`config.mk`:
```
export PLATFORM = sky130hd
export DESIGN_NAME = mac_accumulator
export DESIGN_NICKNAME = d
export VERILOG_FILES = /design/src/rtl/mac_pkg.sv /design/src/rtl/mac_sat_adder.sv /design/src/rtl/mac_accumulator.sv
export SDC_FILE = /design/constraint.sdc
export NUM_CORES = 1
export LEC_CHECK = 0
export CAP_MARGIN = 20
export CORE_MARGIN = 4
export CORE_UTILIZATION = 40
export CTS_BUF_LIST = sky130_fd_sc_hd__clkbuf_8
export DETAILED_ROUTE_END_ITERATION = 6
export DONT_BUFFER_PORTS = 1
export GPL_ROUTABILITY_DRIVEN = 0
export SLEW_MARGIN = 20
export SYNTH_ARGS = -nofsm -noshare
export SYNTH_HDL_FRONTEND = slang
export SYNTH_SLANG_ARGS = --single-unit
```
`constraint.sdc`:
```
create_clock -name clk -period 2.55 [get_ports clk]
set_clock_uncertainty 0.15 [all_clocks]
set_input_delay 0.51 -clock clk [delete_from_list [all_inputs] [get_ports clk]]
set_output_delay 0.51 -clock clk [all_outputs]
set_load 0.02 [all_outputs]
```
`src/rtl/mac_pkg.sv`:
```
// Shared types and constants for the multiply-accumulate back end.
// Holds the default product width, the FSM state encoding and the saturation ceiling helper.
package mac_pkg;

    localparam int PROD_W_DEF = 16;

    typedef enum logic {
        ACCUM = 1'b0,
        DONE  = 1'b1
    } state_t;

    // Largest representable accumulator value for a given width (all ones).
    function automatic logic [63:0] acc_max(input int acc_w);
        return (64'd1 << acc_w) - 64'd1;
    endfunction

endpackage

```
`src/rtl/mac_sat_adder.sv`:
```
// Combinational accumulator + product adder returning the wrapped or clamped sum and the carry.
// Build option: define MAC_ACCUMULATOR_SAT_EN to clamp the sum at the accumulator ceiling on carry-out.
module mac_sat_adder
    import mac_pkg::*;
#(
    parameter int ACC_W  = 24,
    parameter int PROD_W = PROD_W_DEF
) (
    input  logic [ACC_W-1:0]  acc,
    input  logic [PROD_W-1:0] product,
    output logic [ACC_W-1:0]  sum,
    output logic              carry
);

    logic [ACC_W:0] wide_sum;

    assign wide_sum = {1'b0, acc} + {{(ACC_W + 1 - PROD_W){1'b0}}, product};
    assign carry    = wide_sum[ACC_W];

`ifdef MAC_ACCUMULATOR_SAT_EN
    localparam logic [63:0]      MAX_FULL = acc_max(ACC_W);
    localparam logic [ACC_W-1:0] SAT_VAL  = MAX_FULL[ACC_W-1:0];

    // Once clamped, any further non-zero product carries again, so the sum stays pinned.
    assign sum = carry ? SAT_VAL : wide_sum[ACC_W-1:0];
`else
    assign sum = wide_sum[ACC_W-1:0];
`endif

endmodule

```
`src/rtl/mac_accumulator.sv`:
```
// Packet accumulator: sums products until in_last (or max length) and offers sum/count/overflow.
// Build option: MAC_ACCUMULATOR_SAT_EN (handled inside mac_sat_adder) selects saturating accumulation.
module mac_accumulator
    import mac_pkg::*;
#(
    parameter int PROD_W = PROD_W_DEF,
    parameter int ACC_W  = 24,
    parameter int CNT_W  = 8
) (
    input  logic              clk,
    input  logic              rst_n,
    input  logic              clr,
    input  logic              in_valid,
    output logic              in_ready,
    input  logic [PROD_W-1:0] in_product,
    input  logic              in_last,
    output logic              out_valid,
    input  logic              out_ready,
    output logic [ACC_W-1:0]  out_sum,
    output logic [CNT_W-1:0]  out_count,
    output logic              out_overflow
);

    // Count value on the beat that makes the packet reach its maximum length.
    localparam logic [CNT_W-1:0] CNT_LAST = {{(CNT_W - 1){1'b1}}, 1'b0};

    state_t             state_reg, state_next;
    logic [ACC_W-1:0]   acc_reg, acc_next;
    logic [CNT_W-1:0]   cnt_reg, cnt_next;
    logic               ovf_reg, ovf_next;
    logic [ACC_W-1:0]   add_sum;
    logic               add_carry;

    mac_sat_adder #(
        .ACC_W  (ACC_W),
        .PROD_W (PROD_W)
    ) u_adder (
        .acc     (acc_reg),
        .product (in_product),
        .sum     (add_sum),
        .carry   (add_carry)
    );

    always_ff @(posedge clk or negedge rst_n) begin
        if (!rst_n) begin
            state_reg <= ACCUM;
            acc_reg   <= '0;
            cnt_reg   <= '0;
            ovf_reg   <= 1'b0;
        end else begin
            state_reg <= state_next;
            acc_reg   <= acc_next;
            cnt_reg   <= cnt_next;
            ovf_reg   <= ovf_next;
        end
    end

    always_comb begin
        state_next = state_reg;
        acc_next   = acc_reg;
        cnt_next   = cnt_reg;
        ovf_next   = ovf_reg;
        if (clr) begin
            // Clear wins over both a beat and a result handshake.
            state_next = ACCUM;
            acc_next   = '0;
            cnt_next   = '0;
            ovf_next   = 1'b0;
        end else begin
            case (state_reg)
                ACCUM: begin
                    if (in_valid) begin
                        acc_next = add_sum;
                        cnt_next = cnt_reg + CNT_W'(1);
                        ovf_next = ovf_reg | add_carry;
                        if (in_last || (cnt_reg == CNT_LAST)) begin
                            state_next = DONE;
                        end
                    end
                end
                DONE: begin
                    if (out_ready) begin
                        state_next = ACCUM;
                        acc_next   = '0;
                        cnt_next   = '0;
                        ovf_next   = 1'b0;
                    end
                end
                default: state_next = ACCUM;
            endcase
        end
    end

    assign in_ready     = (state_reg == ACCUM);
    assign out_valid    = (state_reg == DONE);
    assign out_sum      = acc_reg;
    assign out_count    = cnt_reg;
    assign out_overflow = ovf_reg;

endmodule

```
# Word level (Yosys, flattened, before mapping)
# Index checks and enable logic that the tools add are counted.
# W data, S select, Z words.
dict set report totals {
  reg_bits 34
  latchBits 0
  ram_bits 0
  mem_bits_ro 0
  inputBits 22
  wordCells 30
  mem_count 0
}
dict set report classes {
  add_sub_neg 2
  n_mul 0
  n_div 0
  n_lt_le_gt_ge 0
  n_eq_ne 3
  n_shift 0
  muxes 17
  bitwise 2
  reduce_logical 2
}
# cell n
set ops {}
lappend ops {{$mux W24} 3}
lappend ops {{$pmux W24 S2} 1}
lappend ops {{$add A24 B16 Y25} 1}
lappend ops {{$mux W8} 3}
lappend ops {{$pmux W8 S2} 1}
lappend ops {{$add A8 B1 Y8 const B} 1}
lappend ops {{$eq A8 B8 Y1 const B} 1}
lappend ops {{$mux W1} 7}
lappend ops {{$ne A3 B3 Y1 const B} 2}
lappend ops {{$pmux W1 S2} 2}
lappend ops {{$reduce_and A2 Y1} 1}
lappend ops {{$logic_or A1 B1 Y1} 1}
lappend ops {{$not A1 Y1} 1}
lappend ops {{$or A1 B1 Y1} 1}

# Depth between registers and ports, before layout
dict set report logic_depth {
  depth_word 6
  ltp_mapped 8
}

# Hierarchy
# From an unflattened synthesis, not the netlist that was laid out.
dict set report unflattened {
  cells_unflattened 240
  area_unflattened_um2 2388.5
}
# module n_inst cells_each area_per_inst_um2 seq_area_each_um2
set modules_own_cells {}
lappend modules_own_cells {mac_accumulator 1 109 1412.6 850.8}
lappend modules_own_cells {mac_sat_adder 1 131 975.9 0.0}

# Worst setup path before layout
# Ideal clock, no wire load.
dict set report synth_timing {
  kind {input to register}
  startpoint {in in_product[0]}
  endpoint {reg acc_reg[18], in the netlist out_sum[18]}
  setup_time_ns 0.132
  arrival_ns 2.341
  path_slack_ns -0.073
  cell_stages 8
  cell_sequence {ha_1 fa_1 a21o_1 a221oi_2 a211oi_1 o31ai_1 xor2_1 nor2_1}
}
dict set report synth_via {
  elab_chain_len 4
}
# element line
set synth_lines {}
lappend synth_lines {{from (decl)} mac_accumulator.sv:15} ;# input logic [PROD_W-1:0] in_product,
lappend synth_lines {{$add A24 B16 Y25} mac_sat_adder.sv:17} ;# assign wide_sum = {1'b0, acc} + {{(ACC_W + 1 - PROD_W){1'b0}}, product};
lappend synth_lines {{$mux W24} mac_accumulator.sv:72} ;# if (in_valid) begin
lappend synth_lines {{$pmux W24 S2} mac_accumulator.sv:70} ;# case (state_reg)
lappend synth_lines {{$mux W24} mac_accumulator.sv:63} ;# if (clr) begin
lappend synth_lines {{to (signal assigned)} mac_accumulator.sv:52} ;# acc_reg <= acc_next;
lappend synth_lines {{to (decl)} mac_accumulator.sv:28} ;# logic [ACC_W-1:0] acc_reg, acc_next;
# Every way passes these cells. The select of a mux whose other input is x is not followed.
# A chain may end at the register's enable or synchronous reset.

# Worst setup path after layout
dict set report layout_timing {
  startpoint {reg acc_reg[7], in the netlist out_sum[7]}
  endpoint {reg acc_reg[19], in the netlist out_sum[19]}
}
dict set report layout_via {
  elab_chain_len 4
}
# element line
set layout_lines {}
lappend layout_lines {{$add A24 B16 Y25} mac_sat_adder.sv:17}
lappend layout_lines {{$mux W24} mac_accumulator.sv:72}
lappend layout_lines {{$pmux W24 S2} mac_accumulator.sv:70}
lappend layout_lines {{$mux W24} mac_accumulator.sv:63}
# Every way passes these cells. The select of a mux whose other input is x is not followed.

==> impl_results.md <==
- Routed WL: 5860 microns
- Die width: roughly 83 microns
- Clock Path Buffers: 2
- IO buf count: 0
- Seq cells post-synth: 34
- Antenna violations before repair: 0
- First-pass GRT wire length: ~10000 microns
- Root buffer cell: clkbuf_8
- DR vias: 1995
- Top-area cell type share of the netlist area: 0.374
- PD cells: between 600 and 700 nW/um^2
- Crit path launch type: flip-flop
- Most used DFF post-synth: dfrtp_1
- Post-synth top area cell: dfrtp_1
- Vias in the first global route: approximately 2000
- Pre-antenna DRT Iters: 5
- Design Power: between 1500 and 2000 uW
- Placed instance area: around 2600 sq um
- Worst Setup End Kind: flip-flop
- Placement Setup Slack: -69.9 ps
- EDFF count, synth: 0
- TritonCTS clock tree: done
- Post-DR wirelength/cell: about 17 microns
- Synth async-reset ratio: 1.00
- FP Rows: 27
- Crit path required time: ~2600 ps
- Die H: 83.4 microns
- Non-Filler Cell Area, Final: 2770 sq um
- Starting density of the core: 0.413
- Most frequent cell after synthesis: dfrtp_1
- Hold_ws: between 100 and 150 ps
- Final min period: 2410 ps
- Grt total ovfl: 0
- Critical path type: flip-flop to flip-flop
- Sequential fraction of the synthesis area: 0.374
- Synth area leaders: dfrtp_1 37%, ha_1 9.9%, xor2_1 5.4%
- Worst slew pin tran: 461 ps
- Total track usage: 0.178
- IO Count: 57
- Netlist cell types: 39
- Fin nets: approximately 320
- Max cap viols: 0
- Rel. slew slack: 0.692
- ANT nets after route: 0
- Synthesis Warnings: 0
- Worst-path clk slew: 80 ps
- Status: complete, no violations
- Residual DRC: 0
- Ant diodes: 0
- Htree depth: 2
- Vias per cell: approximately 5.7
- Worst-skew pair later-pin latency: between 200 and 300 ps
- Die ar.: 6950 sq um
- Largest net degree at the start of global routing: 35
- Leakage: 0.00128 uW
- Synth Net Count: around 280
- Share of cells above drive strength 1: 0.194
- Post-Syn Instances: roughly 240
- PnR worst setup slack: 143 ps
- Layout area overhead: 21.7%
- CP Data Arrival Time: around 2500 ps
- Final hold violations: 0
- VDD IR-drop max: roughly 230 uV
- Slew Viols, Final: 0
- Syn_area_per_cell: ~9.4 sq um
- Postcts setup bufs: 0
- FMAX: slightly above 400 MHz
- Tcrit/Tclk final: 0.944
- CTS sink count: 34
- Worst min path class: primary input to flip-flop
- Post-Syn Area: approximately 2300 sq um
- Crit Path Max Fanout: 8
- Core ar.: 5510 sq um
- Total CTS buffers: 5
- Final setup viols: 0
- Initial DRC Count: ~110
- Most frequent cells after synthesis: 34 x dfrtp_1, 27 x nand2_1, 23 x o21ai_0, 19 x a21oi_1, 18 x ha_1
- DPL Wire Length: between 4000 and 5000 microns
- RSZ-0062 raised after global routing: false
placed cells by master, fill, tap and decap left out, types with 6 or more instances in the layout:
cell type and instances:
a21o_1 10, a21oi_1 19, buf_4 33, dfrtp_1 34, ha_1 17, inv_1 6, nand2_1 27, nand4_1 9
nor2_1 12, o21ai_0 22, xor2_1 14
layer usage:
| metal | track usage | vias up | wire length [microns] | share of wire |
|---|---|---|---|---|
| li1 | - | 978 | - | - |
| met1 | 0.241 | 956 | 2700 | 0.46 |
| met2 | 0.279 | 57 | 2730 | 0.47 |
| met3 | 0.0496 | 4 | 358 | 0.061 |
| met4 | 0.0475 | 0 | 70 | 0.012 |
| met5 | 0 | - | 0 | 0 |
stage by stage:
stage | utilization | std cells | setup TNS [ps]
finish | 0.502 | 350 | 0
global placement | 0.473 | 340 | -132
CTS | 0.499 | 350 | 0
global route | 0.502 | 350 | 0
floorplan | - | 243 | 0
detailed placement | 0.473 | 340 | -288
power by group:
group          internal (uW)  switching [uW]  total, uW
logic                    283             356        639
clock network            291             219        510
registers                581            46.2        628
total                   1150             622       1780
layout make-up:
cell class,instances,area [sq um]
inverters,6,22.5
repair buffers,35,278
clock inverters,3,45.0
flip-flops and latches,34,851
fillers,525,2740
multi-input cells,195,1410
clock buffers,5,68.8
well taps,72,90.1
sequential cells by signal, indices dropped and copies added (netlist names):
signal,flops
out_overflow,1
out_sum,24
out_valid,1
out_count,8
what timing repair did:
action                                  CTS  global route
resized for setup                         0             4
endpoints found under the setup margin    0            12
hold buffers                              2             0
hold endpoints to repair                 34             0
critical path: stages (launching register included):
cell	delay, ps
dfrtp_1	390
ha_1	330
and3_2	240
a221o_1	360
a221oi_4	370
o211a_4	250
o21ai_0	90
a21oi_1	150
worst paths after layout:
path / from / endpoint / slack (ps) / cells after the start
max: out_sum[7]$_DFFE_PN0P_ / out_sum[19]$_DFFE_PN0P_ / 140 / 7
min: out_ready / out_valid$_DFF_PN0_ / 150 / 1
max reg2reg: out_sum[7]$_DFFE_PN0P_ / out_sum[19]$_DFFE_PN0P_ / 140 / 7
min reg2reg: out_sum[1]$_DFFE_PN0P_ / out_sum[1]$_DFFE_PN0P_ / 480 / 1
max in group asynchronous: rst_n / out_sum[4]$_DFFE_PN0P_ / 1540 / 2
min in group asynchronous: rst_n / out_count[5]$_DFFE_PN0P_ / 520 / 2
cells by family after synthesis:
kind of cell             count (synthesis)  synth area share
flip-flops                              34             0.374
AND/OR/NAND/NOR                         72             0.162
AO/OA/AOI/OAI                           85             0.259
buffers and inverters                   14            0.0237
adder cells (fa/ha/maj)                 19             0.108
XOR/XNOR                                19            0.0732
No activity file was read; power rests on OpenSTA's default activity.
